[src/rtl/ram_ptr.sv]
// ram_ptr: RAM address pointer with post-increment/post-decrement on every
// RAM access, loadable over the nibble-coded source/destination bus, plus a
// small mode/status register (mode, wrap enable, sticky boundary flag).
// There is no FSM here; the full internal state (ptr, mode, wrap, bound) is
// observable through ram_addr and a MODE read.
module ram_ptr #(
   parameter int          DATA_WIDTH     = 8,
   parameter int          RAM_ADDR_WIDTH = 8,
   parameter logic [3:0]  RAM_SEL        = 4'h3,
   parameter logic [3:0]  PTR_SEL        = 4'h4,
   parameter logic [3:0]  MODE_SEL       = 4'h5
) (
   input  logic                      clk,
   input  logic                      rst_n,
   input  logic [DATA_WIDTH-1:0]     addr_bus,
   input  logic [DATA_WIDTH-1:0]     data_bus_in,
   output logic [DATA_WIDTH-1:0]     data_bus_out,
   output logic [RAM_ADDR_WIDTH-1:0] ram_addr
);

   localparam logic [RAM_ADDR_WIDTH-1:0] ONE = RAM_ADDR_WIDTH'(1);

   localparam logic [1:0] MODE_HOLD = 2'b00;
   localparam logic [1:0] MODE_INC  = 2'b01;
   localparam logic [1:0] MODE_DEC  = 2'b10;

   logic [RAM_ADDR_WIDTH-1:0] ptr;
   logic [RAM_ADDR_WIDTH-1:0] ptr_next;
   logic [1:0]                mode;
   logic                      wrap;
   logic                      bound;

   logic [3:0] src_code;
   logic [3:0] dst_code;
   logic       ren_ram, wen_ram, ren_ptr, wen_ptr, ren_mode, wen_mode;
   logic       access;
   logic       step_up, step_dn;
   logic       at_max, at_min;
   logic       blocked;
   logic       hit;

   assign src_code = addr_bus[7:4];
   assign dst_code = addr_bus[3:0];

   assign ren_ram  = (src_code == RAM_SEL);
   assign wen_ram  = (dst_code == RAM_SEL);
   assign ren_ptr  = (src_code == PTR_SEL);
   assign wen_ptr  = (dst_code == PTR_SEL);
   assign ren_mode = (src_code == MODE_SEL);
   assign wen_mode = (dst_code == MODE_SEL);

   // A RAM->RAM copy raises both enables but is still one access, so one step.
   assign access  = ren_ram | wen_ram;

   // Steps always use the mode/wrap held during this cycle, even if MODE is
   // being rewritten at the same edge. Reserved mode 11 falls through as hold.
   assign step_up = access && (mode == MODE_INC);
   assign step_dn = access && (mode == MODE_DEC);
   assign at_max  = &ptr;
   assign at_min  = ~|ptr;

   // With wrap disabled, a step that would cross either end is suppressed.
   assign blocked = !wrap && ((step_up && at_max) || (step_dn && at_min));

   // A pointer load discards the step entirely, including its boundary report.
   assign hit     = blocked && !wen_ptr;

   // Next pointer value: load beats step, step beats hold.
   always_comb begin
      ptr_next = ptr;
      if (wen_ptr) begin
         ptr_next = data_bus_in[RAM_ADDR_WIDTH-1:0];
      end else if (step_up && !blocked) begin
         ptr_next = ptr + ONE;
      end else if (step_dn && !blocked) begin
         ptr_next = ptr - ONE;
      end
   end

   // Pointer register; ram_addr is taken straight from it so it is glitch-free.
   always_ff @(posedge clk or negedge rst_n) begin
      if (!rst_n) begin
         ptr <= '0;
      end else begin
         ptr <= ptr_next;
      end
   end

   // Mode/status register; a boundary hit in the same cycle as a MODE write
   // wins over the write's clear of the sticky flag.
   always_ff @(posedge clk or negedge rst_n) begin
      if (!rst_n) begin
         mode  <= MODE_HOLD;
         wrap  <= 1'b1;
         bound <= 1'b0;
      end else begin
         if (wen_mode) begin
            mode  <= data_bus_in[1:0];
            wrap  <= data_bus_in[2];
            bound <= hit;
         end else begin
            bound <= bound | hit;
         end
      end
   end

   // Combinational read mux; reads see the pre-update register values.
   always_comb begin
      data_bus_out = '0;
      if (ren_ptr) begin
         data_bus_out[RAM_ADDR_WIDTH-1:0] = ptr;
      end else if (ren_mode) begin
         data_bus_out[3:0] = {bound, wrap, mode};
      end
   end

   assign ram_addr = ptr;

endmodule

[config.mk]
export PLATFORM = sky130hd
export DESIGN_NAME = ram_ptr
export DESIGN_NICKNAME = d
export VERILOG_FILES = /design/src/rtl/ram_ptr.sv
export SDC_FILE = /design/constraint.sdc
export NUM_CORES = 1
export LEC_CHECK = 0
export BUFFER_PORTS_ARGS = -buffer_cell sky130_fd_sc_hd__buf_2
export CORE_ASPECT_RATIO = 0.6
export CORE_MARGIN = 3
export CORE_UTILIZATION = 44
export CTS_CLUSTER_DIAMETER = 150
export CTS_CLUSTER_SIZE = 30
export DETAILED_ROUTE_END_ITERATION = 8
export PLACE_DENSITY = 0.84
export SETUP_SLACK_MARGIN = 0.1
export SYNTH_ARGS = -nofsm -noshare
export SYNTH_HDL_FRONTEND = slang
export SYNTH_SLANG_ARGS = --single-unit
[constraint.sdc]
create_clock -name clk -period 3 [get_ports clk]
set_input_delay 0 -clock clk [delete_from_list [all_inputs] [get_ports clk]]
set_output_delay 0 -clock clk [all_outputs]
set_load 0.02 [all_outputs]
==> metrics.cfg, run 1 <==
[outcome]
outcome = complete, but fails checks
violations = hold timing

[route]
vias_per_std_cell = 5.62
routed_wire_length_per_instance_um = 17.3
postRouteAntennaNets = 0
detail_route.wirelength_um = 3530
drtIter0Drc = 93
route.detailed.drc = 0
num_vias = 1146
drt_pass1_iterations = 5

[cts]
clock_path_buffers = 2
worstSkewPairLatency_ns = 0.25
tritoncts_clock_tree = yes
ctsRootBufferMaster = clkbuf_8
cts_clock_pin_slew_for_the_worst_setup_and_hold_paths_ns = 0.06
numCtsBuffers = 3
ctsHtreeMaxLevel = 1
cts_num_sinks = 12

[synth]
synth_enable_flop_cells = 0
synthDistinctLibCells = 39
yosys_most_used_dff = dfrtp_1
synth_area_leaders = dfrtp_1 27%, ha_1 8.5%, mux2i_1 7.7%, nand2_1 4.7%, nor2_1 4.4%
synthDominantAreaCellType = dfrtp_1
synth_top_area_frac = 0.266
synth_seq_area_share = 0.291
postSynthAreaPerCell_um2 = 8.92
area_of_the_mapped_netlist_mm2 = 0.00103
ys_async_sr_fraction = 1.00
synth_seq_cells = 12
syn_nets = 142
post_synth_most_frequent_cells = 13 x nand2_1, 12 x nor2_1, 11 x dfrtp_1
synthCells = 116
yosys_warnings = 0
synth_most_common_cell = nand2_1

[finish]
antenna_cells = 0
final-seq-area_um2 = 304
final_cell_area_mm2 = 0.00154
area_growth_pct = 49.0
n_fill_cell = 136
finish.net_count = 203
multi_input_area_um2 = 762
final_layout_size_suffix_gt1_frac = 0.426

[power_and_ir_drop]
cellInternalPower_uw = 744
clock_power_share = 0.136
vdd.ir_drop.worst_mv = 0.620
combPwrFrac = 0.623
static-leakage-power_uw = 0.000774
pwr-share-seq = 0.240
switchingPower_uw = 620
power.switching_fraction = 0.454
p_per_area_mw_per_mm2 = 884

[place]
placement.setup.worst_slack_ns = -0.0626
dpl_cell_area_mm2 = 0.00128
placement.io_buffers = 33
post-dp-hpwl_um = 2350
gp_congestion = 0.924

[grt]
globalRoute.totalOverflow = 0
first_pass_grt_wire_length_um = 4800
antenna_violations_before_repair = 0
via_count_of_the_first_global_routing_pass = 988
gr-usage-all-layers = 0.220
largest_net_degree_at_the_start_of_global_routing = 15

[worst_setup_path]
critical_path.max_fanout = 5
critPathKind = reg -> reg
critPathArrivalTime_ns = 3.03
setup.worst_path.end_class = register
setup.worst_path.start_class = register
timing.critical_path.required_ns = 3.18

[timing]
minimum_hold_slack_ns = -0.00407
worstMarginPinSlew_ns = 1.13
post-route-min-period_ns = 2.84
timing.fmax_mhz = 352
worst_slew_margin_rel = 0.242
fin_skew_ns = 0.00194
setup_repair_after_global_routing_missed_its_margin = false
final-hold-violation-count = 1
setup_viol_count_final = 0
layout_setup_ws_ns = 0.159
final_clock_period_utilization_by_the_worst_path = 0.947
drv_slew = 0

[run]
maxCapViolations = 0

[floorplanning]
floorplan.initialDensity = 0.510
die-area_mm2 = 0.00299
core_mm2 = 0.00203
std_cell_rows = 12
fp.dieH_um = 43.6
ios = 34
floorplan.die.width_um = 68.6

[worst_hold_path]
worst_hold_path_type = in -> reg

-- cell type report --
type                            count  area share
Tap cell                           28      0.0227
Multi-Input combinational cell     99       0.494
Timing Repair Buffer               59       0.245
Inverter                            2     0.00487
Clock buffer                        4      0.0357
Sequential cell                    12       0.197
-- registers in the layout, indices dropped and copies added (netlist names) --
register	flops
ram_addr	8
mode	2
bound	1
wrap	1
-- worst max-delay path: stages (launching register included) --
cell	delay [ns]
dfstp_2	0.54
buf_4	0.12
nor2_1	0.05
nand4_1	0.13
nand4_1	0.23
buf_4	0.22
ha_1	0.28
a21oi_1	0.17
nand4b_1	0.19
a21oi_2	0.08
or4_4	0.42
a211o_1	0.28
nand3_2	0.07
-- final timing paths --
| kind | startpoint | to | slack [ns] | cells past startpoint |
|---|---|---|---|---|
| worst max-delay path | wrap$_DFFE_PN1P_ | ram_addr[7]$_DFFE_PN0P_ | 0.16 | 12 |
| worst min-delay path | data_bus_in[0] | ram_addr[0]$_DFFE_PN0P_ | -0.004 | 3 |
| worst max register to register | wrap$_DFFE_PN1P_ | ram_addr[7]$_DFFE_PN0P_ | 0.16 | 12 |
| worst min register to register | bound$_DFF_PN0_ | bound$_DFF_PN0_ | 0.55 | 2 |
| max in group asynchronous | rst_n | wrap$_DFFE_PN1P_ | 2.54 | 2 |
| min in group asynchronous | rst_n | ram_addr[3]$_DFFE_PN0P_ | 0.17 | 2 |
-- routing by layer --
layer  part of all wire  GRT usage
met1               0.43      0.288
met2               0.47      0.349
met3              0.088     0.0674
met4              0.017     0.0593
met5                  0          0
-- power groups by stage --
| stage | sequential [µW] | clock [µW] | combinational, µW |
|---|---|---|---|
| after floorplan | 378 | 0 | 407 |
| after global placement | 305 | 0 | 685 |
| after detailed placement | 316 | 0 | 712 |
| after CTS | 329 | 187 | 741 |
| after global routing | 331 | 194 | 920 |
| final | 328 | 186 | 850 |
-- through the flow --
step | utilization | TNS [ns] | power (µW) | cells
final | 0.760 | 0 | 1360 | 204
after detailed placement | 0.630 | -0.0626 | 1030 | 179
after floorplan | - | 0 | 786 | 116
after global routing | 0.760 | 0 | 1440 | 204
after global placement | 0.630 | 0 | 990 | 179
after CTS | 0.719 | 0 | 1260 | 195
-- layout by cell type, fill, tap and decap left out, types with 4 or more instances in the layout --
cell type,instances
a21oi_1,6
and2_1,4
buf_2,33
buf_4,19
clkbuf_8,4
dfrtp_1,9
dlygate4sd3_1,7
ha_1,5
mux2i_1,8
nand2_1,13
nor2_1,12
o21ai_0,6
-- repair_timing --
| action | CTS | global route |
|---|---|---|
| buffers inserted | 5 | 9 |
| pin swaps | 4 | 9 |
| endpoints found under the setup margin | 1 | 3 |
| hold buffers | 7 | 0 |
| gates resized for setup | 3 | 3 |
| endpoints found under the hold margin | 18 | 0 |
-- kinds of logic after synthesis --
logic type,after synthesis,share of synthesized area
and+or+nand+nor,52,0.287
xor gates and xnor gates,5,0.0423
AOI/OAI and AO/OA,23,0.145
buffers and inverters,5,0.0206
adders and majority gates,8,0.104
DFF,12,0.291
muxes,11,0.110
(Power assumes the default switching activity.)
==> run 2: changes to the inputs <==
- HOLD_SLACK_MARGIN: default -> 0.08
==> run 2 against run 1 <==
The flow now finishes without violations. Global-route usage is the same. Utilization grew 0.99 points. Clock power is essentially flat. Via count grew 0.26%. Sequential power is essentially flat. Cell count grew 0.98%.
==> metrics.cfg, run 2 (synthesized netlist as in run 1, its figures left out) <==
[run]
maxCapViolations = 0  ; unchanged

[power_and_ir_drop]
power_uw = 1370  ; +0.37%
static-leakage-power_uw = 0.000782  ; +1.1%
p_per_area_mw_per_mm2 = 876  ; -0.92%
vdd.ir_drop.worst_mv = 0.620  ; about the same

[cts]
numCtsBuffers = 3  ; unchanged
worstSkewPairLatency_ns = 0.25  ; about the same
tritoncts_clock_tree = yes
cts_clock_pin_slew_for_the_worst_setup_and_hold_paths_ns = 0.06  ; about the same
ctsRootBufferMaster = clkbuf_8
cts_num_sinks = 12  ; unchanged
clock_path_buffers = 2  ; unchanged
ctsHtreeMaxLevel = 1  ; unchanged

[finish]
n_fill_cell = 134  ; -1.5%
max_ffs_per_register = 8  ; unchanged
final_layout_size_suffix_gt1_frac = 0.421  ; -0.00479
stdcell_count = 206  ; +0.98%
final_cell_mix = 33 x buf_2, 19 x buf_4, 13 x nand2_1, 12 x nor2_1
final_common_cell = buf_2
finish.net_count = 205  ; +0.99%
area_growth_pct = 50.9
antenna_cells = 0  ; unchanged

[floorplanning]
core_mm2 = 0.00203  ; unchanged
floorplan.die.width_um = 68.6  ; unchanged
ios = 34  ; unchanged
fp.dieH_um = 43.6  ; unchanged
floorplan.initialDensity = 0.510  ; unchanged
std_cell_rows = 12  ; unchanged
die-area_mm2 = 0.00299  ; unchanged

[grt]
antenna_violations_before_repair = 0  ; unchanged
largest_net_degree_at_the_start_of_global_routing = 15  ; unchanged
gr-usage-all-layers = 0.220  ; unchanged
via_count_of_the_first_global_routing_pass = 983  ; -0.51%
globalRoute.totalOverflow = 0  ; unchanged
first_pass_grt_wire_length_um = 4800  ; unchanged

[worst_setup_path]
crit_path_cell_trace = buf_4 > nor2_1 > nand4_1 > nand4_1 > buf_4 > ha_1 > a21oi_1 > nand4b_1 > a21oi_2 > or4_4 > a211o_1 > nand3_2
setup.worst_path.end_class = register
worst_r2r_endpoint = ram_addr[7]$_DFFE_PN0P_
worstRegToRegCells = 12  ; unchanged
setup.worst_path.start_class = register
critPathArrivalTime_ns = 3.03  ; about the same
critical-path-max-stage-delay_ns = 0.54  ; about the same
worstSetupPathDepth = 12  ; unchanged
critical-path-top-delay-family = simple AND/OR/NAND/NOR gates
slowest_cp_cell = dfstp_2
crit_path_end = ram_addr[7]$_DFFE_PN0P_
critical_path.max_fanout = 5  ; unchanged
critPathKind = reg -> reg
crit-reg2reg-launch = wrap$_DFFE_PN1P_
worstSetupStartpoint = wrap$_DFFE_PN1P_
timing.critical_path.required_ns = 3.18  ; about the same
timing.reg2reg.setup_slack_ns = 0.16  ; about the same
critical_path.n_buffers_inverters = 2  ; unchanged

[route]
detail_route.wirelength_um = 3530  ; +0.14%
vias_per_std_cell = 5.58  ; -0.71%
routed_wire_length_per_instance_um = 17.1  ; -0.83%
drt_pass1_iterations = 4  ; -1
drtIter0Drc = 103  ; +11%
postRouteAntennaNets = 0  ; unchanged
route.detailed.drc = 0  ; unchanged
num_vias = 1149  ; +0.26%

[timing]
timing.fmax_mhz = 352  ; about the same
final-hold-violation-count = 0  ; -1
post-route-min-period_ns = 2.84  ; +0.00226 ns
drv_slew = 0  ; unchanged
setup_viol_count_final = 0  ; unchanged
worstMarginPinSlew_ns = 1.14  ; +0.00175 ns
final_clock_period_utilization_by_the_worst_path = 0.948  ; about the same
fin_skew_ns = 0.00157  ; -0.000376 ns
worst_slew_margin_rel = 0.241  ; -0.00117
setup_repair_after_global_routing_missed_its_margin = false

[outcome]
outcome = completed

[place]
gp_congestion = 0.924  ; unchanged
numPlacedInstances = 179  ; unchanged
post-dp-hpwl_um = 2350  ; unchanged
placement.io_buffers = 33  ; unchanged

[worst_hold_path]
worst_hold_path_type = in -> async

-- run 2: cell count changes in the layout (fill, tap and decap cells not counted) --
cell	before	now
dlygate4sd3_1	7	9
-- run 2: worst register-to-register path: stages, from the launching register on --
cell and delay (ns):
dfstp_2 0.54, buf_4 0.12, nor2_1 0.05, nand4_1 0.13
nand4_1 0.24, buf_4 0.22, ha_1 0.28, a21oi_1 0.17
nand4b_1 0.19, a21oi_2 0.08, or4_4 0.42, a211o_1 0.28
nand3_2 0.07
-- run 2: worst min path at each step --
stage                                    endpoint  slack [ns]
after detailed placement  ram_addr[5]$_DFFE_PN0P_       -0.09
after floorplan                   bound$_DFF_PN0_       -0.30
final                     ram_addr[3]$_DFFE_PN0P_        0.17
after global routing      ram_addr[3]$_DFFE_PN0P_        0.20
after global placement    ram_addr[5]$_DFFE_PN0P_       -0.11
after CTS                         bound$_DFF_PN0_        0.17
-- run 2: what timing repair did --
item	in CTS	in global routing
pin swaps	4	9
gates resized for setup	3	3
endpoints found under the setup margin	1	3
hold endpoints to repair	23	0
cloned	0	0
hold buffers	9	0
setup buffers	5	9
-- run 2: area by class of cell --
type                       count  area, µm²  share of cell area
clock buffer                   4       55.1              0.0353
inverter                       2       7.51             0.00481
multi-input combinational     99        762               0.488
sequential                    12        304               0.195
tap                           28       35.0              0.0224
timing repair buffer          61        398               0.255
-- run 2: per-stage QoR --
step                      worst slack (ns)  TNS (ns)  utilization  hold WS (ns)  instance area [µm²]
final                                0.156         0        0.770         0.171                 1560
after global routing                0.0469         0        0.770         0.201                 1560
after CTS                            0.108         0        0.728         0.173                 1480
after detailed placement           -0.0626   -0.0626        0.630       -0.0900                 1280
after global placement               0.167         0        0.630        -0.105                 1280
after floorplan                      0.119         0            -        -0.296                 1050
-- run 2: layer usage --
layer	vias to the layer above	global-route usage	part of all wire
met4	0	0.0593	0.014
li1	546	-	-
met5	-	0	0
met1	545	0.288	0.43
met3	6	0.0674	0.082
met2	52	0.349	0.47
-- run 2: power by group --
group | internal (µW) | switching [µW]
Sequential | 230 | 97.6
Combinational | 398 | 456
Clock | 116 | 69.5
